## src/rtl/rr_replay_bus_unpack_if.sv

```systemverilog
// Replay bus seen by the unpacker's consumers.
// Each channel gets its own valid/ready handshake and qualifier bits.
// All channels share one logb_data bus, with channel 0 in the LSBs.
interface rr_replay_bus_t #(
    parameter int CHANNEL_CNT = 4,
    parameter int FULL_WIDTH  = 512
);
    logic [CHANNEL_CNT-1:0] valid;
    logic [CHANNEL_CNT-1:0] ready;
    logic [CHANNEL_CNT-1:0] logb_valid;
    logic [CHANNEL_CNT-1:0] loge_valid;
    logic [FULL_WIDTH-1:0]  logb_data;

    // Producer side: drives the per-channel qualifiers and data, consumes ready.
    modport P (
        output valid,
        output logb_valid,
        output loge_valid,
        output logb_data,
        input  ready
    );

    // Consumer side.
    modport C (
        input  valid,
        input  logb_valid,
        input  loge_valid,
        input  logb_data,
        output ready
    );
endinterface

```

## src/rtl/rr_replay_bus_unpack.sv

```systemverilog
// rr_replay_bus_unpack: takes one transaction word at a time and fans it out
// to a set of independent replay channels. Each eligible channel keeps its
// pending bit until its own handshake completes. The next word is accepted on
// the same edge as the last outstanding handshake, so back-to-back words see
// no idle bubble.
// Optional build macro RR_REPLAY_UNPACK_STATS_EN adds two wrap-around
// counters: accepted non-empty words, and DIST cycles with no handshake.
module rr_replay_bus_unpack #(
    parameter int LOGB_CHANNEL_CNT = 4,
    parameter int LOGE_CHANNEL_CNT = 4,
    parameter int FULL_WIDTH       = 512
) (
    input  logic                        clk,
    input  logic                        rst,
    input  logic                        in_valid,
    output logic                        in_ready,
    input  logic [LOGB_CHANNEL_CNT-1:0] in_logb_valid,
    input  logic [LOGE_CHANNEL_CNT-1:0] in_loge_valid,
    input  logic [FULL_WIDTH-1:0]       in_logb_data,
    rr_replay_bus_t.P                   out
`ifdef RR_REPLAY_UNPACK_STATS_EN
    ,
    output logic [31:0]                 stat_txn_cnt,
    output logic [31:0]                 stat_stall_cnt
`endif
);

    localparam int CH = LOGB_CHANNEL_CNT;

    typedef enum logic {
        IDLE = 1'b0,
        DIST = 1'b1
    } state_e;

    // Elaboration-time consistency checks between this block and the attached bus.
    if (FULL_WIDTH != out.FULL_WIDTH) begin : g_width_check
        $error("rr_replay_bus_unpack: FULL_WIDTH does not match out.FULL_WIDTH");
    end
    if (CH != out.CHANNEL_CNT) begin : g_chan_check
        $error("rr_replay_bus_unpack: LOGB_CHANNEL_CNT does not match out.CHANNEL_CNT");
    end
    if (LOGE_CHANNEL_CNT > LOGB_CHANNEL_CNT) begin : g_loge_check
        $error("rr_replay_bus_unpack: LOGE_CHANNEL_CNT exceeds LOGB_CHANNEL_CNT");
    end

    logic [CH-1:0]         logeExt;
    logic [CH-1:0]         eligible;
    logic [CH-1:0]         handshake;
    logic [CH-1:0]         remaining;
    logic                  accept;
    state_e                state;

    logic [CH-1:0]         pendingMask_q, pendingMask_d;
    logic [CH-1:0]         heldLogb_q,    heldLogb_d;
    logic [CH-1:0]         heldLoge_q,    heldLoge_d;
    logic [FULL_WIDTH-1:0] heldData_q,    heldData_d;

    // Widen the loge bits to one bit per channel.
    // Channels without a loge bit read as 0.
    for (genvar g = 0; g < CH; g++) begin : g_loge_ext
        if (g < LOGE_CHANNEL_CNT) begin : g_has_loge
            assign logeExt[g] = in_loge_valid[g];
        end else begin : g_no_loge
            assign logeExt[g] = 1'b0;
        end
    end

    assign eligible = in_logb_valid | logeExt;

    // State is derived from the pending mask, not stored separately.
    // A new word is taken when nothing would still be pending after this edge.
    always_comb begin
        handshake     = pendingMask_q & out.ready;
        remaining     = pendingMask_q & ~handshake;
        state         = (pendingMask_q == '0) ? IDLE : DIST;
        in_ready      = 1'b0;
        pendingMask_d = remaining;
        heldLogb_d    = heldLogb_q;
        heldLoge_d    = heldLoge_q;
        heldData_d    = heldData_q;
        if (!rst) begin
            in_ready = (state == IDLE) || (remaining == '0);
        end
        accept = in_valid && in_ready;
        if (accept) begin
            pendingMask_d = eligible;
            heldLogb_d    = in_logb_valid;
            heldLoge_d    = logeExt;
            heldData_d    = in_logb_data;
        end
    end

    // Register the pending mask and the held word; reset discards any in-flight word.
    always_ff @(posedge clk) begin
        if (rst) begin
            pendingMask_q <= '0;
            heldLogb_q    <= '0;
            heldLoge_q    <= '0;
            heldData_q    <= '0;
        end else begin
            pendingMask_q <= pendingMask_d;
            heldLogb_q    <= heldLogb_d;
            heldLoge_q    <= heldLoge_d;
            heldData_q    <= heldData_d;
        end
    end

    assign out.valid      = rst ? '0 : pendingMask_q;
    assign out.logb_valid = rst ? '0 : (pendingMask_q & heldLogb_q);
    assign out.loge_valid = rst ? '0 : (pendingMask_q & heldLoge_q);
    assign out.logb_data  = heldData_q;

`ifdef RR_REPLAY_UNPACK_STATS_EN
    logic [31:0] txnCnt_q;
    logic [31:0] stallCnt_q;

    // Count accepted non-empty words, and DIST cycles where no channel completed.
    always_ff @(posedge clk) begin
        if (rst) begin
            txnCnt_q   <= '0;
            stallCnt_q <= '0;
        end else begin
            if (accept && (eligible != '0)) begin
                txnCnt_q <= txnCnt_q + 32'd1;
            end
            if ((state == DIST) && (handshake == '0)) begin
                stallCnt_q <= stallCnt_q + 32'd1;
            end
        end
    end

    assign stat_txn_cnt   = txnCnt_q;
    assign stat_stall_cnt = stallCnt_q;
`endif

endmodule

```

## src/flat_wrapper.sv

```systemverilog
// flat-port wrapper written by rule: the top's interface ports become plain ports
module rr_replay_bus_unpack_flat 
#(
    parameter int LOGB_CHANNEL_CNT = 4,
    parameter int LOGE_CHANNEL_CNT = 4,
    parameter int FULL_WIDTH       = 512
)
  (clk, rst, in_valid, in_ready, in_logb_valid, in_loge_valid, in_logb_data, out_valid, out_logb_valid, out_loge_valid, out_logb_data, out_ready);
  rr_replay_bus_t #(.CHANNEL_CNT((4)), .FULL_WIDTH(FULL_WIDTH)) out_i ();
  input  logic clk;
  input  logic rst;
  input  logic in_valid;
  output logic in_ready;
  input  logic [LOGB_CHANNEL_CNT-1:0] in_logb_valid;
  input  logic [LOGE_CHANNEL_CNT-1:0] in_loge_valid;
  input  logic [FULL_WIDTH-1:0] in_logb_data;
  output wire logic [$bits(out_i.valid)-1:0] out_valid;
  output wire logic [$bits(out_i.logb_valid)-1:0] out_logb_valid;
  output wire logic [$bits(out_i.loge_valid)-1:0] out_loge_valid;
  output wire logic [$bits(out_i.logb_data)-1:0] out_logb_data;
  input wire logic [$bits(out_i.ready)-1:0] out_ready;
  assign out_valid = out_i.valid;
  assign out_logb_valid = out_i.logb_valid;
  assign out_loge_valid = out_i.loge_valid;
  assign out_logb_data = out_i.logb_data;
  assign out_i.ready = out_ready;
  rr_replay_bus_unpack #(.LOGB_CHANNEL_CNT(LOGB_CHANNEL_CNT), .LOGE_CHANNEL_CNT(LOGE_CHANNEL_CNT), .FULL_WIDTH(FULL_WIDTH)) u_core (.clk(clk), .rst(rst), .in_valid(in_valid), .in_ready(in_ready), .in_logb_valid(in_logb_valid), .in_loge_valid(in_loge_valid), .in_logb_data(in_logb_data), .out(out_i));
endmodule
```

## config.mk

```make
export PLATFORM = sky130hd
export DESIGN_NAME = rr_replay_bus_unpack_flat
export DESIGN_NICKNAME = d
export VERILOG_FILES = /design/src/rtl/rr_replay_bus_unpack_if.sv /design/src/rtl/rr_replay_bus_unpack.sv /design/src/flat_wrapper.sv
export SDC_FILE = /design/constraint.sdc
export NUM_CORES = 1
export LEC_CHECK = 0
export CORE_AREA = 2 2 412 414
export CTS_CLUSTER_DIAMETER = 200
export DETAILED_ROUTE_END_ITERATION = 10
export DIE_AREA = 0 0 414 416
export PLACE_DENSITY_LB_ADDON = 0.3
export SLEW_MARGIN = 40
export SYNTH_ARGS = -nofsm -noshare
export SYNTH_HDL_FRONTEND = slang
export SYNTH_SLANG_ARGS = --single-unit
```

## constraint.sdc

```tcl
create_clock -name clk -period 4.6 [get_ports clk]
set_input_delay 0.46 -clock clk [delete_from_list [all_inputs] [get_ports clk]]
set_output_delay 0.46 -clock clk [all_outputs]
set_load 0.02 [all_outputs]
```

==> results.toml <==
[status]
status = "finished, final reports clean"

[cts]
cts-hold-fix-buffers = 0
cts_inserted_buffers = 74
post_cts_resized = 0
cts_setup_buffers = 0
h-tree-depth = 3
path_clk_slew_ns = 0.06
cts_buffer_depth = 3
clkLatencyLatePin_ns = 0.67
cts_tree = "built"
cts_sinks = 524
root_buffer = "clkbuf_16"

[sta]
fmax_ghz = 0.304
final_max_slew_viol_count = 0
setup_viol = 0
worstMarginPinSlew_ns = 0.869
fin_crit_sh_pct = 71.5
tns_ns = 0
setup_slack_ns = 1.31
post-route-min-period_ns = 3.29
rsz0062_at_grt = "no"
relSlewSlack_pct = 42.1
fin_skew_ns = 0.0243
holdWs_ns = 0.206
finalHoldViolCount = 0

[logic_synthesis]
ys.flop_type = "dfxtp_1"
synthTopCellsByArea = "dfxtp_1, nand4b_1, o21ai_2"
syn_area_mm2 = 0.0245
ys_ff_latch = 524
syn-num-nets = 2930
synth_common_cells = "dfxtp_1, nand2b_1, nand4b_1, o21ai_2, clkbuf_1"
syn_inst = 2403
synth.distinct_cells = 14
synth-warning-count = 0
synth-edff-count = 0
avgSynthCellArea_um2 = 10.2
yosys.area.top_type = "dfxtp_1"
seq_area_frac_synth_pct = 42.8
synth_top_area_share_pct = 42.8
synthArstFlopShare_pct = 0

[critical_path]
crit_slowest_cell = "clkdlybuf4s50_1"
cpPeakStageDelay_ns = 0.71
crit_chain = "nand2b_1 > and4_4 > nor2b_1 > clkdlybuf4s50_1"
crit_type = "flip-flop to output port"
crit_fanout = 16
startpoint_type = "flip-flop"
end_kind = "output port"
cp_data_required_time_ns = 4.14
arrival_ns = 2.83

[global_routing]
grt_start_max_net_pins = 190
antenna_found_initial = 35
grt_pass1_vias = 22000
grt_first_pass_wirelength_um = 169000
grt_overflow_total = 0
grt_usage_pct = 13.3

[drt]
wl_um = 120000
route.detailed.drc = 0
vias = 22200
first_pass_iters = 5
wire_per_inst_um = 21.5
via_per_inst = 3.98
ant_nets = 0
first_iter_violations = 1366

[layout]
drive_gt1_share_pct = 19.8
syn_to_final_growth_pct = 60.9
final_util_pct = 23.4
fillCellCount = 18200
fin_area_mm2 = 0.0394
nNetsFinal = 3806
stdcell_count = 5564

[hold_path]
min_path_type = "primary input to flip-flop"

[placement]
numPortBuffers = 1051
gp_congestion = 0.834
placed_area_mm2 = 0.0368
hpwlAfterDp_um = 85900
post-place-cells = 5421
dp_slack_ns = 1.22

[floorplanning]
core_mm2 = 0.168
fp-row-count = 151
io_pins = 1052
die_y_um = 416
initial_utilization_pct = 14.6
die_w_um = 414
die_area_mm2 = 0.172

[pwr]
peakVddDrop_uv = 293
power.density_mw_per_mm2 = 367
power_mw = 14.5
leakage_nw = 12.9

[flow_run]
maxCapViolCount = 0
-- power by group --
group / internal (mW) / total (mW) / switching, mW / leakage, nW
Clock: 3.61 / 6.08 / 2.47 / 1.24
Combinational: 1.46 / 3.28 / 1.82 / 7.38
Sequential: 4.91 / 5.11 / 0.204 / 4.31
Total: 9.98 / 14.5 / 4.49 / 12.9
-- registers in the layout (all words and copies together) (netlist names) --
register	cells
u_core.heldLoge_q	4
u_core.pendingMask_q	4
u_core.heldLogb_q	4
u_core.out.logb_data	512
-- cells in the final DEF, fill, tap and decap left out, types with 4 or more instances in the layout --
cell and count:
buf_4 18, clkinv_8 4, clkdlybuf4s50_1 1049, buf_12 21
o21ai_0 20, and2_1 8, clkbuf_8 11, diode_2 8
clkbuf_1 18, nor3b_1 4, clkbuf_16 75, nor2b_1 5
nand2b_1 524, dfxtp_1 524, bufinv_16 7, nand4b_1 520
clkinv_2 11, o21ai_2 500, a211oi_1 4, inv_6 4
-- final timing paths --
check	slack (ns)	startpoint	endpoint	depth (start not counted)
setup reg to reg	1.95	u_core.pendingMask_q[1]$_SDFF_PP0_	u_core.heldLogb_q[0]$_SDFFE_PP0P_	5
hold / removal	0.21	in_valid	u_core.out.logb_data[244]$_SDFFE_PP0P_	3
setup / recovery	1.31	u_core.pendingMask_q[1]$_SDFF_PP0_	in_ready	4
hold reg to reg	0.47	u_core.out.logb_data[232]$_SDFFE_PP0P_	u_core.out.logb_data[232]$_SDFFE_PP0P_	2
-- cell type report --
cell class | instances | area [µm²] | share of cell area (%)
Antenna cell | 8 | 20.0 | 0.0508
Clock inverter | 31 | 450 | 1.14
Sequential cell | 524 | 10500 | 26.6
Multi-Input combinational cell | 1588 | 12500 | 31.7
Tap cell | 2218 | 2780 | 7.04
Timing Repair Buffer | 1091 | 11100 | 28.2
Clock buffer | 104 | 2100 | 5.32
-- critical path: cells and delay by family (launching register included) --
family,cells,cell delay (ns)
AND/OR/NAND/NOR,3,1.14
buffers and inverters,1,0.71
flip-flops,1,0.30
-- metal layers --
metal / routed length (µm) / up-vias / part of all wire (%) / global-route usage, %
li1: - / 10500 / - / -
met1: 48700 / 10800 / 41 / 15.5
met2: 60000 / 674 / 50 / 23.1
met3: 8500 / 161 / 7.1 / 4.45
met4: 2340 / 40 / 2.0 / 3.76
met5: 281 / - / 0.23 / 0
-- kinds of logic after synthesis --
group | Yosys count | share of synthesized area, %
compound gates | 524 | 18.4
buf+inv | 291 | 6.24
flops | 524 | 42.8
simple gates | 1064 | 32.5
Power figures use the tool's default switching activity.
